<file path="src/rtl/setting_cmd_decoder_pkg.sv">
// Shared types and constants for the setting command decoder.
// Action codes, FSM states and frame constants.
package setting_cmd_pkg;

   typedef enum logic [1:0] {
      ACT_NOP = 2'b00,
      ACT_ON  = 2'b01,
      ACT_OFF = 2'b10,
      ACT_TOG = 2'b11
   } act_e;

   typedef enum logic [1:0] {
      IDLE     = 2'd0,
      GOT_SYNC = 2'd1,
      GOT_CMD  = 2'd2
   } state_e;

   typedef struct packed {
      act_e       act;
      logic [5:0] idx;
   } cmd_t;

   localparam logic [7:0] SYNC_DEFAULT = 8'h5A;
   localparam logic [7:0] CHK_XOR      = 8'hFF;

endpackage

</file>
<file path="src/rtl/setting_cmd_decoder_if.sv">
// Byte-in / pulse-out bundle of the setting command decoder.
// master = host link side, slave = decoder.
interface setting_cmd_decoder_if #(
   parameter int N_SETTINGS = 8
);
   logic [7:0]            rxData;
   logic                  rxValid;
   logic [N_SETTINGS-1:0] turnOn;
   logic [N_SETTINGS-1:0] turnOff;
   logic [N_SETTINGS-1:0] toggle;
   logic                  cmdOk;
   logic                  cmdErr;
   logic [7:0]            errCount;

   modport master (
      output rxData, rxValid,
      input  turnOn, turnOff, toggle,
      input  cmdOk, cmdErr, errCount
   );

   modport slave (
      input  rxData, rxValid,
      output turnOn, turnOff, toggle,
      output cmdOk, cmdErr, errCount
   );
endinterface

</file>
<file path="src/rtl/setting_cmd_decoder_byte_gap_timer.sv">
// Inter-byte gap counter; strobes expired when the gap
// inside a frame reaches CYCLES clocks with no byte.
module byte_gap_timer #(
   parameter int CYCLES = 1000
) (
   input  logic clk,
   input  logic rst,
   input  logic clear,
   input  logic enable,
   output logic expired
);
   localparam int W = $clog2(CYCLES);
   localparam logic [W-1:0] LAST = W'(CYCLES - 1);

   logic [W-1:0] cnt_q;

   // A byte in the expiry cycle clears instead of expiring
   assign expired = enable && !clear && (cnt_q == LAST);

   // Gap count: restarts on each byte, idles outside a frame
   always_ff @(posedge clk) begin
      if (rst || clear || !enable || expired)
         cnt_q <= '0;
      else
         cnt_q <= cnt_q + 1'b1;
   end
endmodule

</file>
<file path="src/rtl/setting_cmd_decoder.sv">
// Parses SYNC/CMD/CHK frames into one-hot on/off/toggle
// lane pulses with registered ok/err strobes.
module setting_cmd_decoder
   import setting_cmd_pkg::*;
#(
   parameter int         N_SETTINGS     = 8,
   parameter logic [7:0] SYNC_BYTE      = SYNC_DEFAULT,
   parameter int         TIMEOUT_CYCLES = 1000
) (
   input logic                  clk,
   input logic                  rst,
   setting_cmd_decoder_if.slave bus
);
   localparam logic [6:0] NSET = 7'(N_SETTINGS);

   state_e st_q, st_d;
   cmd_t   cmd_q, cmd_d;

   logic [N_SETTINGS-1:0] onehot;
   logic [N_SETTINGS-1:0] on_q, on_d;
   logic [N_SETTINGS-1:0] off_q, off_d;
   logic [N_SETTINGS-1:0] tog_q, tog_d;
   logic                  ok_q, ok_d;
   logic                  err_q, err_d;
   logic [7:0]            errc_q;
   logic                  expired;
   logic                  chk_ok;
   logic                  idx_ok;

   byte_gap_timer #(
      .CYCLES (TIMEOUT_CYCLES)
   ) u_gap (
      .clk     (clk),
      .rst     (rst),
      .clear   (bus.rxValid),
      .enable  (st_q != IDLE),
      .expired (expired)
   );

   assign chk_ok = bus.rxData == (8'(cmd_q) ^ CHK_XOR);
   assign idx_ok = {1'b0, cmd_q.idx} < NSET;

   // Lane select for the latched index
   always_comb begin
      onehot = '0;
      for (int i = 0; i < N_SETTINGS; i++)
         onehot[i] = (int'(cmd_q.idx) == i);
   end

   // Frame parser next-state and next-output logic
   always_comb begin
      st_d  = st_q;
      cmd_d = cmd_q;
      on_d  = '0;
      off_d = '0;
      tog_d = '0;
      ok_d  = 1'b0;
      err_d = 1'b0;
      unique case (st_q)
         IDLE: begin
            if (bus.rxValid && bus.rxData == SYNC_BYTE)
               st_d = GOT_SYNC;
         end
         GOT_SYNC: begin
            if (bus.rxValid) begin
               cmd_d = cmd_t'(bus.rxData);
               st_d  = GOT_CMD;
            end else if (expired) begin
               st_d  = IDLE;
               err_d = 1'b1;
            end
         end
         GOT_CMD: begin
            if (bus.rxValid) begin
               st_d = IDLE;
               if (chk_ok && idx_ok) begin
                  ok_d = 1'b1;
                  unique case (cmd_q.act)
                     ACT_ON:  on_d  = onehot;
                     ACT_OFF: off_d = onehot;
                     ACT_TOG: tog_d = onehot;
                     ACT_NOP: ;
                  endcase
               end else begin
                  err_d = 1'b1;
               end
            end else if (expired) begin
               st_d  = IDLE;
               err_d = 1'b1;
            end
         end
         default: st_d = IDLE;
      endcase
   end

   // Parser state and latched command
   always_ff @(posedge clk) begin
      if (rst) begin
         st_q  <= IDLE;
         cmd_q <= '0;
      end else begin
         st_q  <= st_d;
         cmd_q <= cmd_d;
      end
   end

   // Registered pulses and saturating error count
   always_ff @(posedge clk) begin
      if (rst) begin
         on_q   <= '0;
         off_q  <= '0;
         tog_q  <= '0;
         ok_q   <= 1'b0;
         err_q  <= 1'b0;
         errc_q <= '0;
      end else begin
         on_q  <= on_d;
         off_q <= off_d;
         tog_q <= tog_d;
         ok_q  <= ok_d;
         err_q <= err_d;
         if (err_d && errc_q != 8'hFF)
            errc_q <= errc_q + 8'd1;
      end
   end

   assign bus.turnOn   = on_q;
   assign bus.turnOff  = off_q;
   assign bus.toggle   = tog_q;
   assign bus.cmdOk    = ok_q;
   assign bus.cmdErr   = err_q;
   assign bus.errCount = errc_q;
endmodule

</file>
<file path="src/flat_wrapper.sv">
// flat-port wrapper written by rule: the top's interface ports become plain ports
module setting_cmd_decoder_flat import setting_cmd_pkg::*;
#(
   parameter int         N_SETTINGS     = 8,
   parameter logic [7:0] SYNC_BYTE      = SYNC_DEFAULT,
   parameter int         TIMEOUT_CYCLES = 1000
)
  (clk, rst, bus_rxData, bus_rxValid, bus_turnOn, bus_turnOff, bus_toggle, bus_cmdOk, bus_cmdErr, bus_errCount);
  setting_cmd_decoder_if #(.N_SETTINGS(N_SETTINGS)) bus_i ();
  input logic clk;
  input logic rst;
  input wire logic [$bits(bus_i.rxData)-1:0] bus_rxData;
  input wire logic [$bits(bus_i.rxValid)-1:0] bus_rxValid;
  output wire logic [$bits(bus_i.turnOn)-1:0] bus_turnOn;
  output wire logic [$bits(bus_i.turnOff)-1:0] bus_turnOff;
  output wire logic [$bits(bus_i.toggle)-1:0] bus_toggle;
  output wire logic [$bits(bus_i.cmdOk)-1:0] bus_cmdOk;
  output wire logic [$bits(bus_i.cmdErr)-1:0] bus_cmdErr;
  output wire logic [$bits(bus_i.errCount)-1:0] bus_errCount;
  assign bus_i.rxData = bus_rxData;
  assign bus_i.rxValid = bus_rxValid;
  assign bus_turnOn = bus_i.turnOn;
  assign bus_turnOff = bus_i.turnOff;
  assign bus_toggle = bus_i.toggle;
  assign bus_cmdOk = bus_i.cmdOk;
  assign bus_cmdErr = bus_i.cmdErr;
  assign bus_errCount = bus_i.errCount;
  setting_cmd_decoder #(.N_SETTINGS(N_SETTINGS), .SYNC_BYTE(SYNC_BYTE), .TIMEOUT_CYCLES(TIMEOUT_CYCLES)) u_core (.clk(clk), .rst(rst), .bus(bus_i));
endmodule
</file>
<file path="config.mk">
export PLATFORM = sky130hd
export DESIGN_NAME = setting_cmd_decoder_flat
export DESIGN_NICKNAME = d
export VERILOG_FILES = /design/src/rtl/setting_cmd_decoder_pkg.sv /design/src/rtl/setting_cmd_decoder_if.sv /design/src/rtl/setting_cmd_decoder_byte_gap_timer.sv /design/src/rtl/setting_cmd_decoder.sv /design/src/flat_wrapper.sv
export SDC_FILE = /design/constraint.sdc
export NUM_CORES = 1
export LEC_CHECK = 0
export CORE_UTILIZATION = 45
export CTS_BUF_LIST = sky130_fd_sc_hd__clkbuf_8
export CTS_CLUSTER_SIZE = 24
export DETAILED_ROUTE_END_ITERATION = 8
export PLACE_DENSITY = 0.79
export RECOVER_POWER = 50
export SKIP_CTS_REPAIR_TIMING = 1
export SLEW_MARGIN = 30
export SYNTH_ARGS = -nofsm -noshare
export SYNTH_HDL_FRONTEND = slang
export SYNTH_HIERARCHICAL = 1
export SYNTH_SLANG_ARGS = --single-unit
</file>
<file path="constraint.sdc">
create_clock -name clk -period 2.5 [get_ports clk]
set_input_delay 0.25 -clock clk [delete_from_list [all_inputs] [get_ports clk]]
set_output_delay 0.25 -clock clk [all_outputs]
set_load 0.03 [all_outputs]
</file>
==> summary.md <==
| Metric | Value |
|---|---|
| Sequential-to-total area share from yosys stat | 48.73% |
| Fmax | 415.7 MHz |
| Clk buf depth | 2 |
| Row count | 25 |
| Final Hold Violating Endpoints | 0 |
| Vias | 1,899 |
| Post-route ant nets | 0 |
| Initial antenna violation count | 0 |
| Worst-margin pin slew | 0.8323 ns |
| PD cells | 486.9 nW/um2 |
| Leakage Power | 0.001143 uW |
| Min-delay src | u_core/cmd_q[5]$_SDFFE_PP0P_ |
| WS Path Type | register to register |
| Ports | 45 |
| Final min period | 2.405 ns |
| FFs w/ async S/R, synth | 0% |
| Worst skew pair latency | 0.31 ns |
| Core area | 4723 um2 |
| Placed Cells | 351 |
| Largest net degree at the start of global routing | 23 |
| Total GRT Usage | 19.18% |
| Status | finished, final reports clean |
| Die area | 5214 um2 |
| 1st-pass router iterations | 6 |
| Post-Layout Cell Count | 365 |
| TritonCTS buffer count | 5 |
| Worst slew margin | 44.00% |
| HP Class | register to register |
| DRT iter0 DRCs | 96 |
| Fill cells | 411 |
| H-tree levels | 2 |
| Crit end category | register |
| First-pass GRT wire length | 7.852 mm |
| Area leader, netlist | dfxtp_1 |
| Drt wl/cell | 12.78 um |
| Hold path depth | 2 |
| FF-to-FF End | u_core/bus.errCount[5]$_SDFFE_PP0P_ |
| Post-Syn Instances | 239 |
| Unique masters post-synth | 50 |
| Fin Clk Skew | 0.006946 ns |
| Post-DP HPWL | 3.242 mm |
| DIE WIDTH | 72.21 um |
| Drt total wl | 4.665 mm |
| Area share of the largest cell type after synthesis | 48.73% |
| CTS tree | done |
| Reg clk slew, reported paths | 0.10 ns |
| PnR Total Power | 1411 uW |
| Drt drc | 0 |
| Post-synthesis area per instance | 9.282 um2 |
| IO buf count | 44 |
| Post-synth EDFFs | 0 |
| CTS Sinks | 54 |
| WP data required | 2.74 ns |
| Maximum vdd drop | 0.2289 mV |
| Syn_nets | 256 |
| Multi-input gate area | 1089 um2 |
| Setup slack, reg-to-reg | 0.09 ns |
| Critical R2R Launch | u_core/st_q[0]$_SDFFE_PP0P_ |
| CTS root buf | clkbuf_8 |
| Hold path endpoint | u_core/cmd_q[5]$_SDFFE_PP0P_ |
| GPL Wtd Cong | 0.8292 |
| Via density | 5.203 |
| Starting Density | 46.97% |
| Net count, final | 314 |
| GR Overflow Total | 0 |
| Endpoints failing setup | 0 |
| FF/Latch Area | 1084 um2 |
| Layout cell share with drive strength beyond 1 | 11.07% |
| Pins Over Slew Limit | 0 |
| Cells on worst reg2reg path | 10 |
| Seq cells post-synth | 54 |
| Crit path max fanout | 5 |
| Main area contributors after synthesis | dfxtp_1 (49%), nor2_1 (6.4%), xor2_1 (3.9%) |
| Post-synth top flop | dfxtp_1 |
| Critical path arrival | 2.65 ns |
| Startpoint Class | register |
| Layout area overhead | 30.68% |
| Synthesized area | 2218 um2 |
| Number of global-route vias before repair | 1,710 |
| Max_cap viols | 0 |
| # diodes | 0 |
| Die Y | 72.21 um |
| Core Util, Final | 61.38% |
| Yosys warning count | 6 |
| Fin crit share | 96.21% |
==> through the flow <==
| step | hold WS, ns | instance area, um2 | TNS [ns] | setup WS [ns] |
|---|---|---|---|---|
| floorplan | 0.3336 | 2218 | 0 | 0.05980 |
| global placement | 0.4598 | 2761 | 0 | 0.08022 |
| detailed placement | 0.4687 | 2761 | 0 | 0.01534 |
| CTS | 0.4829 | 2859 | 0 | 0.01979 |
| global route | 0.5242 | 2899 | -0.0004052 | -0.0004052 |
| finish | 0.4833 | 2899 | 0 | 0.09463 |
==> synth_stat cells (2+ instances only) <==
master	count
xor2_1	10
a41oi_1	2
or3_1	3
and3_1	2
nor2b_1	2
nand4_1	3
and2_1	2
and4_1	4
a21o_1	2
a31oi_1	2
dfxtp_1	54
ha_1	6
nand2b_1	2
o21ai_0	2
a21oi_1	16
o31ai_1	2
nand3b_1	2
or4_1	2
inv_1	6
nand3_1	17
nand2_1	22
nor2_1	38
nand4b_1	2
clkbuf_1	4
a21boi_0	2
nor3_1	5
o21a_1	2
==> flip-flops by register name, summed over array words and instances (netlist names) <==
name	cells
u_core/bus.toggle	8
u_core/bus.errCount	8
u_core/st_q	2
u_core/bus.turnOn	8
u_core/cmd_q	8
u_core/bus.cmdErr	1
u_core/bus.cmdOk	1
u_core/u_gap/cnt_q	10
u_core/bus.turnOff	8
==> power breakdown <==
part	total (uW)	leakage [uW]	internal [uW]	switching, uW
clock	505	0.0000502	208	298
sequential	860	0.000436	860	0.198
combinational	46.1	0.000658	23.7	22.4
==> critical path, stage by stage, from the launching register on <==
cell      delay (ns)
dfxtp_2         0.34
inv_1           0.07
ha_1            0.23
inv_1           0.07
and2b_2         0.15
nand4_1         0.13
nor2_2          0.17
nand4b_1        0.19
a211o_1         0.41
or4_4           0.43
a21oi_2         0.15
==> layout by cell type (no fill, tap or decap), types with 3 or more instances in the layout <==
cell | synthesis | final
dfxtp_1 | 54 | 52
nor2_1 | 38 | 37
dlygate4sd3_1 | 0 | 27
nand2_1 | 22 | 22
clkdlybuf4s50_1 | 0 | 17
nand3_1 | 17 | 17
a21oi_1 | 16 | 15
xor2_1 | 10 | 10
buf_4 | 0 | 9
inv_1 | 6 | 6
clkbuf_8 | 0 | 5
nor3_1 | 5 | 5
ha_1 | 6 | 5
and4_1 | 4 | 4
nand4_1 | 3 | 3
or3_1 | 3 | 3
==> logic make-up after synthesis <==
group,share of synthesized area [%]
buffers and inverters,2.199
adder cells (fa/ha/maj),3.384
flip-flops,48.73
multiplexers,0.9588
AND/OR/NAND/NOR,29.78
XOR/XNOR,4.343
AO/OA/AOI/OAI,10.60
==> per-layer routing <==
metal  track usage, %  vias to the layer above  routed length [um]
li1                 -                      951                   -
met1            24.17                      877                2126
met2            32.71                       58                2246
met3            3.889                       13                 204
met4            6.536                        0                  88
met5                0                        -                   0
==> cell type report <==
class                   instances  share of cell area [%]
multi-input cells             174                   37.55
clock buffers                   5                   2.374
repair buffers                 56                   18.04
well taps                      67                   2.892
flip-flops and latches         54                   37.38
clock inverters                 3                  0.9927
inverters                       6                  0.7769
==> how the worst max path moves through the flow <==
| stage | from | end | slack [ns] | depth (start not counted) |
|---|---|---|---|---|
| after floorplan | u_core/st_q[0]$_SDFFE_PP0P_ | u_core/bus.errCount[6]$_SDFFE_PP0P_ | 0.06 | 11 |
| after global placement | bus_rxValid | u_core/bus.errCount[6]$_SDFFE_PP0P_ | 0.08 | 10 |
| after detailed placement | bus_rxValid | u_core/bus.errCount[6]$_SDFFE_PP0P_ | 0.02 | 10 |
| after CTS | u_core/st_q[1]$_SDFFE_PP0P_ | u_core/bus.errCount[6]$_SDFFE_PP0P_ | 0.02 | 12 |
| after global routing | u_core/st_q[0]$_SDFFE_PP0P_ | u_core/bus.errCount[5]$_SDFFE_PP0P_ | -0.0004 | 10 |
| final | u_core/st_q[0]$_SDFFE_PP0P_ | u_core/bus.errCount[5]$_SDFFE_PP0P_ | 0.09 | 10 |
No activity file was read; power rests on OpenSTA's default activity.
